===== config.mk =====
export PLATFORM = sky130hd
export DESIGN_NAME = dll_ack_nak_gen
export DESIGN_NICKNAME = d
export VERILOG_FILES = /design/src/rtl/dll_ack_nak_gen.sv
export SDC_FILE = /design/constraint.sdc
export NUM_CORES = 1
export LEC_CHECK = 0
export CAP_MARGIN = 15
export CORE_MARGIN = 4
export CORE_UTILIZATION = 51
export CTS_BUF_LIST = sky130_fd_sc_hd__clkbuf_4 sky130_fd_sc_hd__clkbuf_8
export DETAILED_ROUTE_END_ITERATION = 8
export PLACE_DENSITY = 0.79
export SYNTH_ARGS = -nofsm -noshare
export SYNTH_HDL_FRONTEND = slang
export SYNTH_SLANG_ARGS = --single-unit

===== constraint.sdc =====
create_clock -name sclk -period 3.2 [get_ports sclk]
set_input_delay 0.32 -clock sclk [delete_from_list [all_inputs] [get_ports sclk]]
set_output_delay 0.32 -clock sclk [all_outputs]
set_load 0.005 [all_outputs]

===== src/rtl/dll_ack_nak_gen.sv =====
// -----------------------------------------------------------------------------
// dll_ack_nak_gen
//
// Receive-side Ack/Nak generator for a PCIe-style data link layer.
// Each received TLP (tlp_done_i pulse) is classified against NEXT_RCV_SEQ:
//   * bad LCRC            -> discard, schedule a Nak (once per Nak episode)
//   * good, seq == NRS    -> commit to the transaction layer, NRS++
//   * good, duplicate     -> discard, schedule an Ack right away
//   * good, ahead of NRS  -> discard, schedule a Nak (once per Nak episode)
// Committed TLPs are acknowledged either when ACK_COALESCE of them have
// accumulated or when the oldest un-acked commit has waited ACK_TIMER_MAX
// cycles. A small FSM (IDLE / ACK_REQ / NAK_REQ) presents one Ack or Nak DLLP
// request at a time and holds it stable until the transmit path grants it.
//
// Parameters
//   SEQ_WIDTH      sequence-number width (arithmetic is mod 2**SEQ_WIDTH)
//   ACK_TIMER_MAX  cycles from first un-acked commit to a forced Ack
//   ACK_COALESCE   un-acked commits that trigger an Ack immediately
//
// Ports
//   sclk             in   system clock, rising edge
//   srst_n           in   asynchronous active-low reset
//   link_active_i    in   link up; low clears all state synchronously
//   tlp_done_i       in   one-cycle pulse at end of a received TLP
//   tlp_seq_i        in   sequence number of that TLP
//   tlp_crc_ok_i     in   LCRC check result of that TLP
//   tlp_commit_o     out  one-cycle pulse, TLP accepted (cycle after done)
//   tlp_discard_o    out  one-cycle pulse, TLP dropped (cycle after done)
//   dllp_req_o       out  Ack/Nak DLLP request
//   dllp_type_o      out  0 = Ack, 1 = Nak
//   dllp_seq_o       out  AckNak_Seq_Num carried by the DLLP
//   dllp_gnt_i       in   transmit path accepted the DLLP this cycle
//   next_rcv_seq_o   out  current NEXT_RCV_SEQ
//   nak_scheduled_o  out  a Nak episode is open (until in-sequence good TLP)
// -----------------------------------------------------------------------------
module dll_ack_nak_gen #(
    parameter int SEQ_WIDTH     = 12,
    parameter int ACK_TIMER_MAX = 64,
    parameter int ACK_COALESCE  = 4
) (
    input  logic                 sclk,
    input  logic                 srst_n,
    input  logic                 link_active_i,
    input  logic                 tlp_done_i,
    input  logic [SEQ_WIDTH-1:0] tlp_seq_i,
    input  logic                 tlp_crc_ok_i,
    output logic                 tlp_commit_o,
    output logic                 tlp_discard_o,
    output logic                 dllp_req_o,
    output logic                 dllp_type_o,
    output logic [SEQ_WIDTH-1:0] dllp_seq_o,
    input  logic                 dllp_gnt_i,
    output logic [SEQ_WIDTH-1:0] next_rcv_seq_o,
    output logic                 nak_scheduled_o
);

    // -------------------------------------------------------------------------
    // Local constants
    // -------------------------------------------------------------------------
    localparam int TMR_W = (ACK_TIMER_MAX > 1) ? $clog2(ACK_TIMER_MAX) : 1;
    localparam int CNT_W = $clog2(ACK_COALESCE + 1);

    localparam logic [TMR_W-1:0]     TMR_LAST  = TMR_W'(ACK_TIMER_MAX - 1);
    localparam logic [CNT_W-1:0]     CNT_LIMIT = CNT_W'(ACK_COALESCE);
    localparam logic [SEQ_WIDTH-1:0] SEQ_ONE   = SEQ_WIDTH'(1);
    // Half the sequence space: the duplicate window is 1..SEQ_HALF behind NRS.
    localparam logic [SEQ_WIDTH-1:0] SEQ_HALF  = SEQ_ONE << (SEQ_WIDTH - 1);

    localparam logic [1:0] ST_IDLE    = 2'd0;
    localparam logic [1:0] ST_ACK_REQ = 2'd1;
    localparam logic [1:0] ST_NAK_REQ = 2'd2;

    // -------------------------------------------------------------------------
    // State
    // -------------------------------------------------------------------------
    logic [1:0]           state_q,     state_d;
    logic [SEQ_WIDTH-1:0] nrs_q,       nrs_d;
    logic                 nak_sched_q, nak_sched_d;
    logic                 ack_pend_q,  ack_pend_d;
    logic                 nak_pend_q,  nak_pend_d;
    logic [CNT_W-1:0]     unack_q,     unack_d;
    logic [TMR_W-1:0]     timer_q,     timer_d;
    logic                 req_q,       req_d;
    logic                 type_q,      type_d;
    logic [SEQ_WIDTH-1:0] dseq_q,      dseq_d;
    logic                 commit_q,    commit_d;
    logic                 discard_q,   discard_d;

    // -------------------------------------------------------------------------
    // TLP classification
    // -------------------------------------------------------------------------
    logic                 tlp_valid;
    logic                 tlp_in_seq;
    logic                 tlp_dup;
    logic [SEQ_WIDTH-1:0] seq_behind;

    assign tlp_valid  = link_active_i & tlp_done_i;
    assign seq_behind = nrs_q - tlp_seq_i;
    assign tlp_in_seq = (tlp_seq_i == nrs_q);
    assign tlp_dup    = (seq_behind != '0) && (seq_behind <= SEQ_HALF);

    // -------------------------------------------------------------------------
    // Next-state logic
    // -------------------------------------------------------------------------
    logic new_nak;
    logic enter_ack;
    logic enter_nak;

    always_comb begin
        state_d     = state_q;
        nrs_d       = nrs_q;
        nak_sched_d = nak_sched_q;
        ack_pend_d  = ack_pend_q;
        nak_pend_d  = nak_pend_q;
        unack_d     = unack_q;
        timer_d     = timer_q;
        req_d       = req_q;
        type_d      = type_q;
        dseq_d      = dseq_q;
        commit_d    = 1'b0;
        discard_d   = 1'b0;
        new_nak     = 1'b0;
        enter_ack   = 1'b0;
        enter_nak   = 1'b0;

        // ---- received TLP handling ----
        if (tlp_valid) begin
            if (!tlp_crc_ok_i) begin
                discard_d = 1'b1;
                if (!nak_sched_q) begin
                    nak_sched_d = 1'b1;
                    new_nak     = 1'b1;
                end
            end else if (tlp_in_seq) begin
                commit_d    = 1'b1;
                nrs_d       = nrs_q + SEQ_ONE;
                nak_sched_d = 1'b0;
                // Saturate: once the coalesce limit is hit an Ack is already
                // pending, further counting adds nothing.
                if (unack_q != CNT_LIMIT) begin
                    unack_d = unack_q + CNT_W'(1);
                end
            end else if (tlp_dup) begin
                discard_d  = 1'b1;
                ack_pend_d = 1'b1;
            end else begin
                discard_d = 1'b1;
                if (!nak_sched_q) begin
                    nak_sched_d = 1'b1;
                    new_nak     = 1'b1;
                end
            end
        end

        // ---- ack timer ----
        // Counts from the cycle after the first un-acked commit, so it hits
        // TMR_LAST exactly ACK_TIMER_MAX-1 cycles after that commit. It holds
        // at TMR_LAST while an Ack waits behind a Nak.
        if (unack_q == '0) begin
            timer_d = '0;
        end else if (timer_q != TMR_LAST) begin
            timer_d = timer_q + TMR_W'(1);
        end

        if ((unack_d == CNT_LIMIT) || ((unack_d != '0) && (timer_d == TMR_LAST))) begin
            ack_pend_d = 1'b1;
        end

        // ---- DLLP request FSM ----
        case (state_q)
            ST_IDLE: begin
                if (nak_pend_q) begin
                    state_d   = ST_NAK_REQ;
                    enter_nak = 1'b1;
                end else if (ack_pend_q) begin
                    state_d   = ST_ACK_REQ;
                    enter_ack = 1'b1;
                end
            end
            ST_ACK_REQ, ST_NAK_REQ: begin
                if (dllp_gnt_i) begin
                    state_d = ST_IDLE;
                    req_d   = 1'b0;
                end
            end
            default: begin
                state_d = ST_IDLE;
                req_d   = 1'b0;
            end
        endcase

        // A Nak raised while another request is in flight stays pending; the
        // one being issued now is consumed first, so a fresh Nak in the same
        // cycle survives.
        nak_pend_d = (nak_pend_q & ~enter_nak) | new_nak;

        // The Ack carries post-update NRS-1, so it covers everything
        // committed so far including a commit in this very cycle.
        if (enter_ack) begin
            unack_d    = '0;
            timer_d    = '0;
            ack_pend_d = 1'b0;
        end

        if (enter_ack || enter_nak) begin
            req_d  = 1'b1;
            type_d = enter_nak;
            dseq_d = nrs_d - SEQ_ONE;
        end

        // Link down: everything back to reset values.
        if (!link_active_i) begin
            state_d     = ST_IDLE;
            nrs_d       = '0;
            nak_sched_d = 1'b0;
            ack_pend_d  = 1'b0;
            nak_pend_d  = 1'b0;
            unack_d     = '0;
            timer_d     = '0;
            req_d       = 1'b0;
            type_d      = 1'b0;
            dseq_d      = '0;
            commit_d    = 1'b0;
            discard_d   = 1'b0;
        end
    end

    // -------------------------------------------------------------------------
    // Registers
    // -------------------------------------------------------------------------
    always_ff @(posedge sclk or negedge srst_n) begin
        if (!srst_n) begin
            state_q     <= ST_IDLE;
            nrs_q       <= '0;
            nak_sched_q <= 1'b0;
            ack_pend_q  <= 1'b0;
            nak_pend_q  <= 1'b0;
            unack_q     <= '0;
            timer_q     <= '0;
            req_q       <= 1'b0;
            type_q      <= 1'b0;
            dseq_q      <= '0;
            commit_q    <= 1'b0;
            discard_q   <= 1'b0;
        end else begin
            state_q     <= state_d;
            nrs_q       <= nrs_d;
            nak_sched_q <= nak_sched_d;
            ack_pend_q  <= ack_pend_d;
            nak_pend_q  <= nak_pend_d;
            unack_q     <= unack_d;
            timer_q     <= timer_d;
            req_q       <= req_d;
            type_q      <= type_d;
            dseq_q      <= dseq_d;
            commit_q    <= commit_d;
            discard_q   <= discard_d;
        end
    end

    // -------------------------------------------------------------------------
    // Outputs
    // -------------------------------------------------------------------------
    assign tlp_commit_o    = commit_q;
    assign tlp_discard_o   = discard_q;
    assign dllp_req_o      = req_q;
    assign dllp_type_o     = type_q;
    assign dllp_seq_o      = dseq_q;
    assign next_rcv_seq_o  = nrs_q;
    assign nak_scheduled_o = nak_sched_q;

endmodule


==> impl_metrics.tcl <==
set metrics [dict create \
    outcome "complete, no violations" \
    async_reset_ff_share_pct 100 \
    crit_required_ns 3.42 \
    critPathLaunch "tlp_seq_i[3]" \
    yosysUniqueCellTypes 66 \
    postCtsHoldBufs 0 \
    seq_area_frac_synth_pct 33.1 \
    dr.pass1.iters 5 \
    dieArea_um2 7550 \
    grt_start_max_net_pins 43 \
    grt_usage_pct 23.6 \
    ys_ff_latch 42 \
    postLayoutSetupSlackWorst_ns 0.130 \
    slew_headroom_pct 38.0 \
    setup_viol 0 \
    rows 28 \
    die_w_um 86.9 \
    worstPathCellList "clkdlybuf4s50_1 > inv_1 > ha_1 > nand4_2 > or3_1 > nor3_4 > mux2i_2 > ha_1 > buf_4 > mux2i_1 > o21ai_0 > xnor2_1 > o21ai_0" \
    port_buffers 46 \
    drc 0 \
    crit_arrival_ns 3.29 \
    max_freq_mhz 326 \
    synthFlopType "dfrtp_1" \
    power_mw 1.21 \
    cts_tree "yes" \
    die_h_um 86.9 \
    powerDensity_nw_per_um2 290 \
    grt_pass1_vias 3036 \
    num_antenna_cells 0 \
    insertion_delay_ns 0.30 \
    critPathCaptureType "flop" \
    wl_per_cell_um 16.1 \
    cts_root_buffer "clkbuf_8" \
    reg2reg_from "next_rcv_seq_o[3]" \
    tns_ns 0 \
    hold_violations 0 \
    place_ws_ns -0.185 \
    crit_slowest_cell "clkdlybuf4s50_1" \
    postCtsSetupBuffers 0 \
    cp_max_fo 5 \
    routed_via_density 5.92 \
    grt_pass1_wl_um 14300 \
    core_area_um2 5990 \
    setup.worst_path.start_class "input port" \
    critical_path.top_delay_family "simple AND/OR/NAND/NOR gates" \
    cp_num_cells 13 \
    layout.nets 491 \
    clockBufferDepth 2 \
    worstMarginPinSlew_ns 0.930 \
    drive_gt1_share_pct 17.1 \
    antenna_found_initial 0 \
    max_stage_delay_ns 0.45 \
    dp_hpwl_um 6610 \
    drt_iter0_drc 380 \
    fillerInstances 472 \
    skew_ns 0.00868 \
    dpl_cell_area_um2 4050 \
    yosys_warnings 0 \
    cts_buffers 5 \
    multi_input_area_um2 2000 \
    path_class "in -> reg" \
    cts_max_level 2 \
    syn_area_um2 3170 \
    cts.clk_slew.worst_paths_ns 0.08 \
    slew_violations 0 \
    synth.avg_cell_area_um2 8.72 \
    cts_sinks 42 \
    totalWireLength_um 8580 \
    final_area_um2 4150 \
    ff_latch_area_um2 1050 \
    power_leakage_nw 1.89 \
    fin_util_pct 69.3 \
    vias 3147 \
    ir_drop_uv 272 \
    io_pins 47 \
    max_cap_violations 0 \
    gp_congestion 0.950 \
    cp.buffers_inverters 3 \
    post-route-period-util_pct 95.9 \
    reg2regPathDepth 11 \
    rsz0062_at_grt "false" \
    ant_nets 0 \
    fin_crit_ns 3.07 \
    synth_edf_count 0 \
    hp-class "in -> async" \
    start_util_pct 53.0 \
    grt-ovfl-total 0 \
    syn_nets 399 \
    syn_inst 364 \
    syn_to_final_growth_pct 30.8 \
]
==> cell usage in the layout, fill, tap and decap left out, types with 3 or more instances in the layout <==
cell type        Yosys  layout
buf_4                0      50
clkdlybuf4s50_1      0      45
dfrtp_1             42      42
nand2_1             40      40
nor2_1              25      25
inv_1               23      23
nand3_1             16      16
ha_1                17      16
xnor2_1             14      14
xor2_1              13      13
o21ai_0             13      13
a21oi_1             13      13
and2_1               9       9
nor2b_1              9       9
nand4_1              7       7
nor3_1               7       7
a31oi_1              6       6
a211oi_1             6       6
clkbuf_8             0       6
or3_1                5       5
mux2i_1              6       5
o21ai_1              5       5
and3_1               4       4
nor4_1               4       4
nand2b_1             4       4
a21o_1               4       4
and4_1               3       3
nor3b_1              3       3
or2_2                3       3
o211ai_1             3       3
o22ai_1              3       3
==> synthesized netlist by cell type (2+ instances only) <==
library cell	instances	area share [%]
a22oi_1	2	0.47
ha_1	17	6.7
a2111o_1	2	0.71
nand2b_1	4	0.79
inv_1	23	2.7
mux2i_1	6	1.9
nor2_1	25	3.0
a211oi_1	6	1.4
a21o_1	4	0.95
a21oi_1	13	2.0
nand3_1	16	2.5
o21ai_0	13	2.0
and4_1	3	0.83
nor3_1	7	1.1
or2_2	3	0.59
o211ai_1	3	0.71
a2111oi_0	2	0.55
o31ai_1	2	0.47
o21a_1	2	0.47
and3_1	4	0.79
nor3_4	2	1.0
dfrtp_1	42	33
o22ai_1	3	0.59
xnor2_1	14	3.9
nand2_1	40	4.7
a22o_1	2	0.55
nor3b_1	3	0.71
o31a_1	2	0.55
or4_1	2	0.47
xor2_1	13	3.6
o21ai_1	5	0.79
nor4_1	4	0.79
and2_1	9	1.8
clkbuf_1	10	1.2
nand4_1	7	1.4
o311a_1	2	0.63
nor2b_1	9	1.8
a31oi_1	6	1.2
or3_1	5	0.99
==> layout make-up <==
| cell class | count | area share, % |
|---|---|---|
| inverters | 23 | 2.08 |
| clock buffers | 6 | 1.99 |
| repair buffers | 96 | 20.0 |
| multi-input cells | 288 | 48.1 |
| flip-flops and latches | 42 | 25.3 |
| well taps | 75 | 2.26 |
| clock inverters | 2 | 0.301 |
==> what timing repair did <==
item | 4_1_cts | 5_1_grt
resized for setup | 0 | 3
hold endpoints to repair | 0 | 0
endpoints found under the setup margin | 0 | 5
==> per-layer routing <==
layer	track usage (%)	part of all wire (%)	vias to the layer above
met5	0	0	-
met4	6.94	2.1	0
met3	3.41	5.8	21
met2	39.6	48	129
met1	31.7	44	1488
li1	-	-	1509
==> final timing paths <==
| kind | end | slack [ns] |
|---|---|---|
| setup / recovery | dllp_seq_o[4] | 0.13 |
| hold / removal | state_q[0] | 0.15 |
| setup reg to reg | dllp_seq_o[4] | 0.23 |
| hold reg to reg | dllp_seq_o[3] | 0.48 |
| max in group asynchronous | dllp_seq_o[7] | 2.46 |
| min in group sclk | dllp_seq_o[3] | 0.48 |
==> sequential cells by signal (all words and copies together), names as in the netlist <==
name and flops:
dllp_seq_o 12, next_rcv_seq_o 12, timer_q 6, unack_q 3
state_q 2, ack_pend_q 1, dllp_req_o 1, dllp_type_o 1
nak_pend_q 1, nak_scheduled_o 1, tlp_commit_o 1, tlp_discard_o 1
==> per-stage QoR <==
| stage | hold WS, ns | instances |
|---|---|---|
| CTS | 0.193 | 532 |
| floorplan | 0.0244 | 364 |
| global route | 0.248 | 532 |
| detailed placement | 0.471 | 524 |
| global placement | 0.467 | 524 |
| finish | 0.151 | 532 |
==> report_power, final <==
| part | internal (mW) | switching [mW] |
|---|---|---|
| Combinational | 0.130 | 0.111 |
| Sequential | 0.567 | 0.0237 |
| Clock | 0.174 | 0.199 |
| Total | 0.871 | 0.334 |
==> cells by family (layout without fill, tap and decap cells) <==
kind of cell | count (synthesis) | count (layout) | synth area share (%)
buffers and inverters | 34 | 127 | 4.26
AND/OR/NAND/NOR | 154 | 154 | 27.0
adder cells (fa/ha/maj) | 17 | 17 | 6.70
AO/OA/AOI/OAI | 83 | 83 | 19.1
multiplexers | 7 | 7 | 2.36
XOR/XNOR | 27 | 27 | 7.45
flip-flops | 42 | 42 | 33.1
Power figures use the tool's default switching activity.
